==> config.mk <==
export PLATFORM = sky130hd
export DESIGN_NAME = ex_div
export DESIGN_NICKNAME = d
export VERILOG_FILES = /design/src/rtl/ex_div.sv
export SDC_FILE = /design/constraint.sdc
export NUM_CORES = 1
export LEC_CHECK = 0
export CAP_MARGIN = 20
export CORE_ASPECT_RATIO = 0.9
export CORE_MARGIN = 4
export CORE_UTILIZATION = 35
export DETAILED_ROUTE_END_ITERATION = 8
export HOLD_SLACK_MARGIN = 0.12
export PLACE_DENSITY = 0.53
export REMOVE_ABC_BUFFERS = 1
export SYNTH_ARGS = -nofsm -noshare
export SYNTH_HDL_FRONTEND = slang
export SYNTH_SLANG_ARGS = --single-unit
==> constraint.sdc <==
create_clock -name clk -period 3.4 [get_ports clk]
set_clock_uncertainty 0.05 [all_clocks]
set_input_delay 0.68 -clock clk [delete_from_list [all_inputs] [get_ports clk]]
set_output_delay 0.68 -clock clk [all_outputs]
set_load 0.03 [all_outputs]
==> src/rtl/ex_div.sv <==
// Multi-cycle 32-bit restoring divider for the EX stage (DIV / DIVU).
// One quotient bit per clock; result is {remainder, quotient}, held while start_i stays high.
module ex_div (
  input  logic        clk,
  input  logic        rst,
  input  logic        signed_div_i,
  input  logic [31:0] opdata1_i,
  input  logic [31:0] opdata2_i,
  input  logic        start_i,
  input  logic        annul_i,
  output logic [63:0] result_o,
  output logic        ready_o
);

  typedef enum logic [1:0] {
    FREE   = 2'd0,
    BYZERO = 2'd1,
    ON     = 2'd2,
    END    = 2'd3
  } state_t;

  state_t      state;
  logic [5:0]  cnt;
  logic [31:0] rem_r;
  logic [31:0] quo_r;
  logic [31:0] dvs_r;
  logic        neg_quo_r;
  logic        neg_rem_r;
  logic [32:0] shifted;
  logic [32:0] trial;

  function automatic logic [31:0] neg32(input logic [31:0] v);
    return ~v + 32'd1;
  endfunction

  function automatic logic [31:0] mag32(input logic [31:0] v, input logic sgn);
    return (sgn && v[31]) ? neg32(v) : v;
  endfunction

  function automatic logic [31:0] apply_sign(input logic [31:0] v, input logic neg);
    return neg ? neg32(v) : v;
  endfunction

  // Partial remainder stays below the divisor, so the shifted value fits in 33 bits
  // and bit 32 of the difference acts as the borrow.
  always_comb begin
    shifted = {rem_r, quo_r[31]};
    trial   = shifted - {1'b0, dvs_r};
  end

  always_ff @(posedge clk or negedge rst) begin
    if (!rst) begin
      state     <= FREE;
      cnt       <= 6'd0;
      rem_r     <= 32'd0;
      quo_r     <= 32'd0;
      dvs_r     <= 32'd0;
      neg_quo_r <= 1'b0;
      neg_rem_r <= 1'b0;
      result_o  <= 64'd0;
      ready_o   <= 1'b0;
    end else begin
      case (state)
        FREE: begin
          if (start_i && !annul_i) begin
            // Magnitudes are latched up front; -2^31 maps to 0x80000000 unsigned.
            quo_r     <= mag32(opdata1_i, signed_div_i);
            dvs_r     <= mag32(opdata2_i, signed_div_i);
            rem_r     <= 32'd0;
            neg_quo_r <= signed_div_i && (opdata1_i[31] ^ opdata2_i[31]);
            neg_rem_r <= signed_div_i && opdata1_i[31];
            cnt       <= 6'd0;
            state     <= (opdata2_i == 32'd0) ? BYZERO : ON;
          end
        end
        BYZERO: begin
          if (start_i && !annul_i) begin
            state    <= END;
            result_o <= 64'd0;
            ready_o  <= 1'b1;
          end else begin
            state    <= FREE;
            result_o <= 64'd0;
            ready_o  <= 1'b0;
          end
        end
        ON: begin
          if (!start_i || annul_i) begin
            state    <= FREE;
            cnt      <= 6'd0;
            result_o <= 64'd0;
            ready_o  <= 1'b0;
          end else if (cnt != 6'd32) begin
            if (!trial[32]) begin
              rem_r <= trial[31:0];
              quo_r <= {quo_r[30:0], 1'b1};
            end else begin
              rem_r <= shifted[31:0];
              quo_r <= {quo_r[30:0], 1'b0};
            end
            cnt <= cnt + 6'd1;
          end else begin
            result_o <= {apply_sign(rem_r, neg_rem_r), apply_sign(quo_r, neg_quo_r)};
            ready_o  <= 1'b1;
            state    <= END;
          end
        end
        END: begin
          if (!start_i) begin
            state    <= FREE;
            result_o <= 64'd0;
            ready_o  <= 1'b0;
          end
        end
        default: begin
          state    <= FREE;
          result_o <= 64'd0;
          ready_o  <= 1'b0;
        end
      endcase
    end
  end

endmodule

# --- Word level (Yosys, flattened, before mapping) ---
# Cells that the tools add are included.
word_totals:
  in_bits: 69
  ff_bits: 171
  elab_cells: 80
  out_inout_bits: 65
classes:
  bitwise: 5
  mux: 34
  reduce_logical: 16
  eq_ne: 10
  add_sub_neg: 6
ops:
  columns: ["cell", "n"]
  rows:
  - ["$mux 32", 11]
  - ["$mux 64", 3]
  - ["$pmux 64 s3", 1]
  - ["$add 32x1->32 const B", 4]
  - ["$not 32->32", 4]
  - ["$pmux 32 s2", 2]
  - ["$sub 33x32->33", 1]
  - ["$logic_not 32->1", 1]
  - ["$mux 6", 3]
  - ["$mux 2", 6]
  - ["$pmux 6 s2", 1]
  - ["$reduce_and 3->1", 3]
  - ["$ne 2x2->1 const B", 4]
  - ["$pmux 2 s4", 1]
  - ["$add 6x1->6 const B", 1]
  - ["$ne 3x3->1 const B", 2]
  - ["$ne 6x6->1 const B", 1]
  - ["$mux 1", 5]
  - ["$eq 2x2->1 const B", 2]
  - ["$logic_and 1x1->1", 4]
  - ["$reduce_and 4->1", 1]
  - ["$pmux 1 s3", 1]
  - ["$reduce_bool 3->1", 1]
  - ["$eq 2x1->1 const B", 1]
  - ["6 further kinds", 7]

# --- Logic depth before layout (Yosys ltp) ---
logic_depth:
  depth_word: 6
  depth_mapped: 14
  ltp_nobuf: 12

# --- Worst setup path after synthesis ---
# OpenSTA, ideal clock, no wires.
synth_timing:
  path_type: "register to register"
  from: "register quo_r[9]"
  to: "register result_o[29]"
  path_stages_with_launch: 10
  n_path_buf: 0
  t_required_ps: 3226
  synth_period_minus_slack_ps: 3695
  setup_ps: 124
  arrival_time_ps: 3521
  setup_slack_ps: -295
  cell_sequence: "dfrtp_1 > or4_4 > or4_4 > or4_4 > or4_1 > or4_1 > or3_4 > o31ai_4 > xor2_1 > o21ai_1"
synth_between:
  elab_chain_len: 6
synth_lines:
  columns: ["item", "line_no", "rtl"]
  rows:
  - ["from (decl)", "25", "logic [31:0] quo_r;"]
  - ["from (signal assigned)", "67", "quo_r <= mag32(opdata1_i, signed_div_i);"]
  - ["from (signal assigned)", "96", "quo_r <= {quo_r[30:0], 1'b1};"]
  - ["from (signal assigned)", "99", "quo_r <= {quo_r[30:0], 1'b0};"]
  - ["$not 32->32", "33", "return ~v + 32'd1;"]
  - ["$add 32x1->32", "33", null]
  - ["$mux 32", "41", "return neg ? neg32(v) : v;"]
  - ["$mux 64", "93", "end else if (cnt != 6'd32) begin"]
  - ["$mux 64", "88", "if (!start_i || annul_i) begin"]
  - ["$pmux 64 s3", "63", "case (state)"]
  - ["to (signal assigned)", "103", "result_o <= {apply_sign(rem_r, neg_rem_r), apply_sign(quo_r, neg_quo_r)};"]
  - ["to (decl)", "11", "output logic [63:0] result_o,"]
# Every way passes these cells. The select of a mux whose other input is x is not followed.
# A chain may end at the register's enable or synchronous reset.

# --- Final worst setup path ---
# Ends and elaborated chain as after synthesis.

==> run_results.csv <==
group,metric,value,unit
status,outcome,"complete, but fails checks",
status,violations,"setup timing",
synthesis,synth-edff-count,0,
synthesis,synth.top_cells.by_count,"nand2_1 (225), dfrtp_1 (171), o21ai_0 (153)",
worst_setup_path,path_max_fanout,3,
clocking,numCtsBuffers,17,
cells_and_area,fillers,3221,
synthesis,synthCells,1367,
placement,gp_congestion,0.837,
placement,dp_hpwl,24100,um
clocking,htreeDepth,4,
synthesis,yosys.area.top_type_share,37.7,%
pwr,p_leak,0.00626,uW
synthesis,syn_avg_cell_area,8.30,sq um
synthesis,yosysTopAreaCell,"dfrtp_1",
pwr,power.net_switching,1810,uW
cells_and_area,drive_above_1_share,10.5,%
placement,pre_cts_ws,-0.381,ns
clocking,ctsHoldBuffers,0,
worst_setup_path,start_kind,"flip-flop",
pwr,p_sw_share,30.5,%
sta,layout_min_cycle_time,3.63,ns
floorplanning,die_y,179,um
pwr,finalPower,5950,uW
worst_setup_path,required,3.65,ns
floorplanning,die-area,35400,sq um
synthesis,synthFlopType,"dfrtp_1",
sta,finalSetupTns,-0.525,ns
synthesis,synth.distinct_cells,60,
synthesis,yosys_warnings,0,
synthesis,synth_most_common_cell,"nand2_1",
placement,io_buffers,133,
synthesis,synth_area_leaders,"dfrtp_1 (38%), nand2_1 (7.4%), o21ai_0 (6.8%), xor2_1 (6.3%), xnor2_1 (4.7%)",
worst_setup_path,cp-end-kind,"flip-flop",
sta,finalWorstSetupSlack,-0.227,ns
worst_setup_path,cp.arrival,3.88,ns
pwr,p_clk_share,36.8,%
hold_path,hold_path.class,"in -> async",
global_route,grt_first_pass_wirelength,52200,um
detailed_routing,wl,32500,um
floorplanning,io_pins,134,
sta,final.period_utilization,107,%
clocking,cts_max_path_buffers,2,
global_route,grt_max_degree,75,
pwr,irDropWorstVdd,0.357,mV
worst_setup_path,cp_slowest_cell,"or4_4",
detailed_routing,via_count,10200,
synthesis,syn_area,11300,sq um
clocking,clk_pin_slew_worst_paths,0.07,ns
cells_and_area,antennaDiodeCount,0,
detailed_routing,vias_per_cell,5.14,
sta,final_hold_viol_count,0,
worst_setup_path,cpMostUsedCell,"or4_4",
synthesis,yosysSeqAreaShare,37.7,%
detailed_routing,drtPass1Iterations,5,
global_route,overflow,0,
detailed_routing,drt_iter0_drc,562,
floorplanning,initial_utilization,35.5,%
cells_and_area,final_cell_area,14500,sq um
synthesis,synth_seq_cells,171,
placement,place_area,13700,sq um
global_route,grt_usage,18.3,%
pwr,seq_power_share,39.4,%
worst_setup_path,crit_type,"reg -> reg",
floorplanning,coreArea,32000,sq um
global_route,antenna_found_initial,0,
sta,worst_pin_slew,0.778,ns
pwr,p_int,4130,uW
global_route,grt_pass1_vias,9853,
sta,setup_violations,3,
detailed_routing,routedWlPerCell,16.5,um
cells_and_area,nets,1655,
pwr,p_comb_share,23.8,%
clocking,cts_tree,"yes",
sta,report.final.slew_viol_count,0,
detailed_routing,drtAntennaViolNets,0,
clocking,clkLatencyLatePin,0.44,ns
sta,rsz0062_at_grt,"true",
cells_and_area,multi_input_area,6650,sq um
clocking,cts.sinks,171,
synthesis,async_reset_ff_share,100,%
cells_and_area,area_growth,27.8,%
floorplanning,die-width,198,um
pwr,powerDensity,410,nW/um^2
clocking,cts_root_buffer,"clkbuf_16",
worst_setup_path,path_cells,"or4_4 -> or4_4 -> or4_4 -> or4_4 -> or4_4 -> or3_4 -> o31ai_4 -> xor2_1 -> o21ai_1",
detailed_routing,drc,0,
floorplanning,rows,62,
worst_setup_path,max_stage_delay,0.53,ns
cells_and_area,fin_util,45.4,%
sta,clock.fmax,276,MHz
cells_and_area,seq_area,4280,sq um
sta,relSlewSlack,48.1,%
job,max_cap_viol_count,0,
timing repair:
action	CTS	global route
setup buffers	1	2
hold endpoints to repair	0	0
setup endpoints to repair	3	52
resized for setup	2	14
gates cloned	0	2
pin swaps	7	6
flip-flops by register name, indices dropped and copies added, names as in the netlist:
signal and flops:
ready_o 1, state 2, rem_r 32, dvs_r 32, quo_r 32, neg_quo_r 1, cnt 6, result_o 64
neg_rem_r 1
layout make-up:
| class | instances | share of cell area, % |
|---|---|---|
| tap | 416 | 3.59 |
| clock buffer | 22 | 3.41 |
| multi-input combinational | 1068 | 45.9 |
| inverter | 56 | 1.45 |
| timing repair buffer | 233 | 15.0 |
| clock inverter | 10 | 1.11 |
| sequential | 171 | 29.5 |
metal layers:
layer / global-route usage (%) / wire length (um) / vias to the layer above
met5: 0 / 0 / -
met4: 3.61 / 278 / 0
met3: 2.91 / 965 / 19
met2: 29.3 / 14900 / 139
met1: 26.4 / 16400 / 4846
li1: - / - / 5150
cells by family (layout without fill, tap and decap cells):
| group | count (synthesis) | count (layout) | share of synthesized area, % |
|---|---|---|---|
| adder cells (fa/ha/maj) | 39 | 39 | 4.37 |
| flip-flops | 171 | 171 | 37.7 |
| buffers and inverters | 128 | 321 | 4.55 |
| AO/OA/AOI/OAI | 416 | 416 | 22.0 |
| multiplexers | 32 | 32 | 2.82 |
| XOR/XNOR | 143 | 143 | 11.0 |
| AND/OR/NAND/NOR | 438 | 438 | 17.5 |
worst max-delay path: cells and delay by family (launching register included):
family                    cells  cell delay, ns
DFF                           1            0.38
AOI/OAI and AO/OA             2            0.25
and+or+nand+nor               6            2.65
xor gates and xnor gates      1            0.16
cell usage in the layout (no fill, tap or decap), drive strengths merged, types with 3 or more instances in the layout:
cell | synthesis | routed
nand2 | 225 | 225
o21ai | 177 | 177
dfrtp | 171 | 171
clkdlybuf4s50 | 1 | 132
buf | 5 | 100
a21oi | 98 | 98
xor2 | 82 | 82
nor2 | 81 | 81
xnor2 | 61 | 61
inv | 56 | 56
o31ai | 53 | 53
ha | 38 | 38
mux2i | 32 | 32
a21o | 23 | 23
clkbuf | 66 | 23
nor3 | 17 | 17
nand3 | 16 | 16
or4 | 16 | 16
nand2b | 15 | 15
nor4 | 13 | 13
or3 | 12 | 12
o211ai | 11 | 11
nor2b | 11 | 11
o41ai | 10 | 10
a211oi | 9 | 9
and2 | 8 | 8
nand4 | 7 | 7
a31oi | 7 | 7
o21a | 5 | 5
or2 | 5 | 5
and4 | 4 | 4
and3 | 4 | 4
a22o | 4 | 4
bufinv | 0 | 4
a41oi | 3 | 3
clkinvlp | 0 | 3
clkinv | 0 | 3
stage by stage:
step	hold WS, ns	instances
floorplan	0.334	1295
global placement	0.411	1939
detailed placement	0.415	1939
CTS	0.256	1972
global route	0.261	1976
finish	0.195	1976
power by group through the flow:
stage                     registers, uW  logic [uW]  clock network [uW]
final                              2350        1410                2190
after detailed placement           2380        1410                   0
after global routing               2370        1600                2320
after floorplan                    2410         804                   0
after CTS                          2340        1430                2240
after global placement             2380        1410                   0
path summary, 6_finish.rpt:
path	start	endpoint	slack, ns	cells after the start
worst max-delay path	quo_r[9]$_DFFE_PN0P_	result_o[29]$_DFFE_PN0P_	-0.23	9
min in group clk	dvs_r[15]$_DFFE_PN0P_	dvs_r[15]$_DFFE_PN0P_	0.43	2
max in group asynchronous	rst	rem_r[6]$_DFFE_PN0P_	2.24	2
worst min register to register	dvs_r[15]$_DFFE_PN0P_	dvs_r[15]$_DFFE_PN0P_	0.43	2
worst max register to register	quo_r[9]$_DFFE_PN0P_	result_o[29]$_DFFE_PN0P_	-0.23	9
worst min-delay path	rst	dvs_r[5]$_DFFE_PN0P_	0.19	1
Power figures use the tool's default switching activity.
